<file path="src/rtl/higher_memory_arbiter.sv">
// Round-robin 2:1 arbiter onto the shared higher-memory port; grant in 1 cycle, completion forwarded combinationally.
// One transaction in flight; a losing requester simply holds valid until its turn.
package memory_pkg;
  typedef enum logic [1:0] {
    MEM_LOAD  = 2'd0,
    MEM_STORE = 2'd1,
    MEM_FENCE = 2'd2
  } memory_operation_e;
endpackage

module higher_memory_arbiter
  import memory_pkg::*;
#(
  parameter int XLEN = 32
) (
  input  logic              clk,
  input  logic              reset,

  input  logic [XLEN-1:0]   s0_req_address,
  input  memory_operation_e s0_req_operation,
  input  logic [XLEN-1:0]   s0_req_store_word,
  input  logic              s0_req_valid,
  output logic [XLEN-1:0]   s0_req_loaded_word,
  output logic              s0_req_fulfilled,

  input  logic [XLEN-1:0]   s1_req_address,
  input  memory_operation_e s1_req_operation,
  input  logic [XLEN-1:0]   s1_req_store_word,
  input  logic              s1_req_valid,
  output logic [XLEN-1:0]   s1_req_loaded_word,
  output logic              s1_req_fulfilled,

  output logic [XLEN-1:0]   m_req_address,
  output memory_operation_e m_req_operation,
  output logic [XLEN-1:0]   m_req_store_word,
  output logic              m_req_valid,
  input  logic [XLEN-1:0]   m_req_loaded_word,
  input  logic              m_req_fulfilled
);

  typedef enum logic [1:0] {
    ST_IDLE  = 2'd0,
    ST_BUSY  = 2'd1,
    ST_DRAIN = 2'd2
  } state_e;

  state_e state_q, state_d;
  logic   owner_q, owner_d;
  logic   prio_q, prio_d;
  logic   cand0, cand1, sel;
  logic   grant, clear;

  always_ff @(posedge clk) begin
    if (reset) begin
      state_q <= ST_IDLE;
      owner_q <= 1'b0;
      prio_q  <= 1'b0;
    end else begin
      state_q <= state_d;
      owner_q <= owner_d;
      prio_q  <= prio_d;
    end
  end

  always_comb begin
    state_d            = state_q;
    owner_d            = owner_q;
    prio_d             = prio_q;
    grant              = 1'b0;
    clear              = 1'b0;
    s0_req_fulfilled   = 1'b0;
    s0_req_loaded_word = '0;
    s1_req_fulfilled   = 1'b0;
    s1_req_loaded_word = '0;

    // The just-finished owner may still hold valid during DRAIN; ignore it there.
    cand0 = s0_req_valid && !(state_q == ST_DRAIN && owner_q == 1'b0);
    cand1 = s1_req_valid && !(state_q == ST_DRAIN && owner_q == 1'b1);
    sel   = (cand0 && cand1) ? prio_q : cand1;

    case (state_q)
      ST_IDLE, ST_DRAIN: begin
        if (cand0 || cand1) begin
          grant   = 1'b1;
          owner_d = sel;
          state_d = ST_BUSY;
        end else begin
          state_d = ST_IDLE;
        end
      end
      ST_BUSY: begin
        if (m_req_fulfilled) begin
          clear   = 1'b1;
          prio_d  = ~owner_q;
          state_d = ST_DRAIN;
          if (owner_q) begin
            s1_req_fulfilled   = 1'b1;
            s1_req_loaded_word = m_req_loaded_word;
          end else begin
            s0_req_fulfilled   = 1'b1;
            s0_req_loaded_word = m_req_loaded_word;
          end
        end
      end
      default: state_d = ST_IDLE;
    endcase
  end

  always_ff @(posedge clk) begin
    if (reset) begin
      m_req_valid      <= 1'b0;
      m_req_address    <= '0;
      m_req_store_word <= '0;
      m_req_operation  <= MEM_LOAD;
    end else if (grant) begin
      m_req_valid      <= 1'b1;
      m_req_address    <= sel ? s1_req_address    : s0_req_address;
      m_req_store_word <= sel ? s1_req_store_word : s0_req_store_word;
      m_req_operation  <= sel ? s1_req_operation  : s0_req_operation;
    end else if (clear) begin
      m_req_valid      <= 1'b0;
    end
  end

endmodule

</file>
<file path="config.mk">
export PLATFORM = sky130hd
export DESIGN_NAME = higher_memory_arbiter
export DESIGN_NICKNAME = d
export VERILOG_FILES = /design/src/rtl/higher_memory_arbiter.sv
export SDC_FILE = /design/constraint.sdc
export NUM_CORES = 1
export LEC_CHECK = 0
export CAP_MARGIN = 20
export CORE_AREA = 3 3 116 118
export DETAILED_ROUTE_END_ITERATION = 12
export DIE_AREA = 0 0 119 121
export PLACE_DENSITY_LB_ADDON = 0.25
export SKIP_CTS_REPAIR_TIMING = 1
export SYNTH_ARGS = -nofsm -noshare
export SYNTH_HDL_FRONTEND = slang
export SYNTH_SLANG_ARGS = --single-unit
</file>
<file path="constraint.sdc">
create_clock -name clk -period 3.5 [get_ports clk]
set_input_delay 0.525 -clock clk [delete_from_list [all_inputs] [get_ports clk]]
set_output_delay 0.525 -clock clk [all_outputs]
set_load 0.05 [all_outputs]
</file>
Yosys cells after proc, flatten, opt, wreduce, memory -nomap -nowiden:

Index checks and enable logic that the tools add are counted.

* latch bits: 0
* RAM bits: 0
* output and inout bits: 133
* memory bits (read-only): 0
* flip-flop bits (word level): 71
* word-level logic and storage cells: 49
* memories: 0
* bits of input ports: 169

* reduce and logical (&&, ||, !) cells: 13
* $lt $le $gt $ge: 0
* shift operators: 0
* bitwise gates (word level): 1
* div/mod/pow operators: 0
* multipliers: 0
* eq/ne operators: 3
* add/subtract/negate cells: 0
* muxes and demuxes: 25

Operator list (number)
* $mux W32: 8
* $mux W1: 14
* $logic_and A1 B1 Y1: 5
* $mux W2: 2
* $pmux W2 S2: 1
* $reduce_and A2 Y1: 2
* $eq A2 B1 Y1 const B: 1
* $eq A2 B2 Y1 const B: 1
* $logic_not A1 Y1: 2
* $logic_not A2 Y1: 1
* $ne A2 B2 Y1 const B: 1
* $reduce_bool A2 Y1: 1
* $reduce_or A2 Y1: 1
* $logic_or A1 B1 Y1: 1
* $not A1 Y1: 1

Longest topological paths before layout:

* word-level depth: 8
* depth in mapped cells: 6
* gate-level depth less buffers: 4

Least setup slack after synthesis:

Ideal clock, no wire load.

* kind: input -> output
* from: in m_req_fulfilled
* to: out s1_req_loaded_word[23]
* cell stages on the path: 4
* data required time: 2975 ps
* path slack: 955 ps
* path buffers: 1
* arrival: 2020 ps
* path through: nand3b_1 nor2_1 clkbuf_1 and2_1

* word-level cells in the longest chain between the ends: 2

Ends and longest elaborated chain
* from (decl): RTL line 38 `input logic m_req_fulfilled`
* $mux W32: RTL line 92 `if (m_req_fulfilled) begin`
* $mux W32: RTL line 81 `case (state_q)`
* to (decl): RTL line 30 `output logic [XLEN-1:0] s1_req_loaded_word,`

No other way between the ends.

Final worst setup path:

* from: in m_req_fulfilled
* to: out s1_req_loaded_word[7]

Same word-level chain as after synthesis.

==> metrics.md <==
| Metric | Value |
|---|---|
| Hold crit path type | `reg2reg` |
| Final min period | `~2.5 ns` |
| M1 GR Usage | `roughly a fifth` |
| Worst slew margin | `around a third` |
| Die height | `between 100 and 150 um` |
| Status | `finished clean` |
| IO Port Bufs | `301` |
| Register bit total from synthesis | `between 70 and 80` |
| RSZ-0062 raised after global routing | `no` |
| Reg2Reg Depth | `5` |
| Synth top area share | `roughly two fifths` |
| Distinct cells, synth | `22` |
| Leak pwr | `between 0.003 and 0.004 uW` |
| Post-DP HPWL | `about 11 mm` |
| Post-detailed-route count of antenna-violating nets | `0` |
| Inst Count DP | `~900` |
| Clock slew seen by the registers of the worst setup and hold paths | `approximately 0.050 ns` |
| Initial core utilization | `29.7%` |
| Clk buf depth | `2` |
| Pwr Total | `around 3100 uW` |
| Drt total wl | `about 15 mm` |
| Pin count of the biggest net entering global routing | `80` |
| CP endpoint | `s1_req_loaded_word[7]` |
| Clock sinks | `roughly 70` |
| Total GRT Usage | `approximately a fifth` |
| Critical path launch point | `m_req_fulfilled` |
| Initial antenna violation count | `0` |
| Drt wl/cell | `15.9 um` |
| Fin nets | `910` |
| # rows | `between 40 and 50` |
| Layer carrying the most global-route usage | `met2` |
| R2R Setup Slk | `about 1.4 ns` |
| Area Overhead vs Synth | `108%` |
| Vias per cell | `4.75` |
| RePlAce Congestion | `between 0.7 and 0.8` |
| Synth area leader | `dfxtp_1` |
| Fraction of layout cells with a size suffix above 1 | `roughly 17%` |
| Top cells by area, synth | `dfxtp_1 38%, nand2_1 13%, a311oi_2 13%` |
| GRT met2 Usage | `35.4%` |
| CTS tree | `done` |
| Htree depth | `3` |
| Total grt overflow | `0` |
| Initial drt markers | `approximately 200` |
| Min Hold Slack | `0.493 ns` |
| Fillers | `approximately 1.1k` |
| Ant diodes | `0` |
| Worst slew pin tran | `between 0.9 and 1 ns` |
| Die W | `119 um` |
| Clk_skew | `approximately 0.0064 ns` |
| Detailed Routing Iterations Pass 1 | `4` |
| Mapped cell area | `0.00374 mm2` |
| Post-Syn Instances | `approximately 460` |
| Max VDD drop | `0.000185 V` |
| Core Footprint | `0.0126 mm2` |
| YS warnings | `0` |
| Arrival time worst endpoint | `roughly 2.0 ns` |
| Final Hold Vio Count | `0` |
| Core Util, Final | `just over 60%` |
| Worst skew pair latency | `0.33 ns` |
| Die area | `between 0.01 and 0.015 mm2` |
| I/O pins | `a little over 300` |
| Reg2reg start | `state_q[1]` |
| Worst Setup End Kind | `primary output` |
| Max frequency | `a little under 0.4 GHz` |
| First-pass GRT wire length | `23.3 mm` |
| Power per cell area | `about 400 mW/mm2` |
| R2r endpoint | `m_req_address[8]` |
| Syn avg cell area | `8.07 um2` |
| Final Max Tran Viols | `0` |
| Critical path class | `in2out` |
| Maximum capacitance violations | `0` |
| Vias in the first global route | `between 4k and 5k` |
| Non-filler cells, final | `just over 900` |
| TritonCTS Buffers | `9` |
| Worst-path fanout max | `34` |
| GR Util met3 | `just under 9%` |
| Remaining DRCs | `0` |
| Clock root cell | `clkbuf_16` |
| Crit path required time | `between 2 and 3 ns` |
| Setup crit start kind | `input port` |
| Register area share after synthesis | `a little under two fifths` |
| Fin crit share | `71.9%` |
| Syn Nets | `between 600 and 700` |
| # setup viols final | `0` |
| Vias | `approximately 4.4k` |
| Setup TNS | `0 ns` |
==> cells in the mapped netlist <==
library cell,instances
nor3b_1,1
nand2_1,132
nand2b_1,1
a211oi_4,1
and2b_1,1
nor2b_1,1
buf_4,5
o211ai_1,1
mux2i_1,2
a311oi_1,34
o211a_1,1
nand3b_1,2
nor3_1,1
buf_6,9
dfxtp_1,71
buf_2,6
a311oi_2,32
a21oi_1,1
inv_1,1
clkbuf_1,22
nor2_1,74
and2_1,64
==> cell families after synthesis <==
logic type / count (synthesis) / synth area share, %
multiplexers: 2 / 0.535
buffers and inverters: 43 / 6.83
AND/OR/NAND/NOR: 277 / 32.7
AO/OA/AOI/OAI: 70 / 22.0
flip-flops: 71 / 38.0
==> registers in the layout, indices dropped and copies added (netlist names) <==
register          count
m_req_address        32
state_q               2
m_req_store_word     32
prio_q                1
owner_q               1
m_req_valid           1
m_req_operation       2
==> power breakdown <==
group | internal, uW | switching, uW | leakage, uW
logic | 501 | 686 | 0.00226
clock network | 643 | 338 | 0.000156
registers | 902 | 48.4 | 0.000590
total | 2050 | 1070 | 0.00301
==> layout by cell type (no fill, tap or decap), types with 2 or more instances in the layout <==
cell type        count
clkbuf_16            9
nor2_1              74
bufinv_16            2
mux2i_1              2
buf_4                8
and2_1              64
nand3b_1             2
a311oi_1            34
clkdlybuf4s50_1    234
buf_12              67
nand2_1            132
a311oi_2            32
dfxtp_1             71
==> worst min-delay path by stage <==
stage / start / to / slack [ns] / cells past startpoint
finish: m_req_address[3] / m_req_address[3] / 0.49 / 2
global route: m_req_address[3] / m_req_address[3] / 0.51 / 2
floorplan: prio_q / prio_q / 0.47 / 2
detailed placement: m_req_valid / m_req_valid / 0.48 / 2
global placement: m_req_address[26] / m_req_address[26] / 0.48 / 2
CTS: m_req_valid / m_req_valid / 0.50 / 2
==> through the flow <==
step	worst slack, ns	area [um2]
after detailed placement	0.818	7450
after floorplan	0.955	3740
final	0.985	7770
after CTS	0.962	7770
after global routing	0.855	7770
after global placement	0.936	7450
==> metal layers <==
metal	vias to the layer above	share of wire, %
met5	-	0
li1	2126	-
met3	25	10
met4	0	2.5
met2	191	52
met1	2022	35
==> worst max-delay path: stages <==
cell             delay (ns)
clkdlybuf4s50_1        0.48
nand3b_1               0.15
nor2_1                 0.12
buf_4                  0.30
and2_1                 0.24
buf_12                 0.15
==> final cells by class <==
type                    count  area (um2)  share of cell area (%)
clock buffers              11         243                    3.12
flip-flops and latches     71        1420                    18.3
inverters                   1        3.75                  0.0483
clock inverters             5        81.3                    1.05
multi-input cells         349        2060                    26.5
repair buffers            309        3740                    48.2
well taps                 172         215                    2.77
Power figures use the tool's default switching activity.
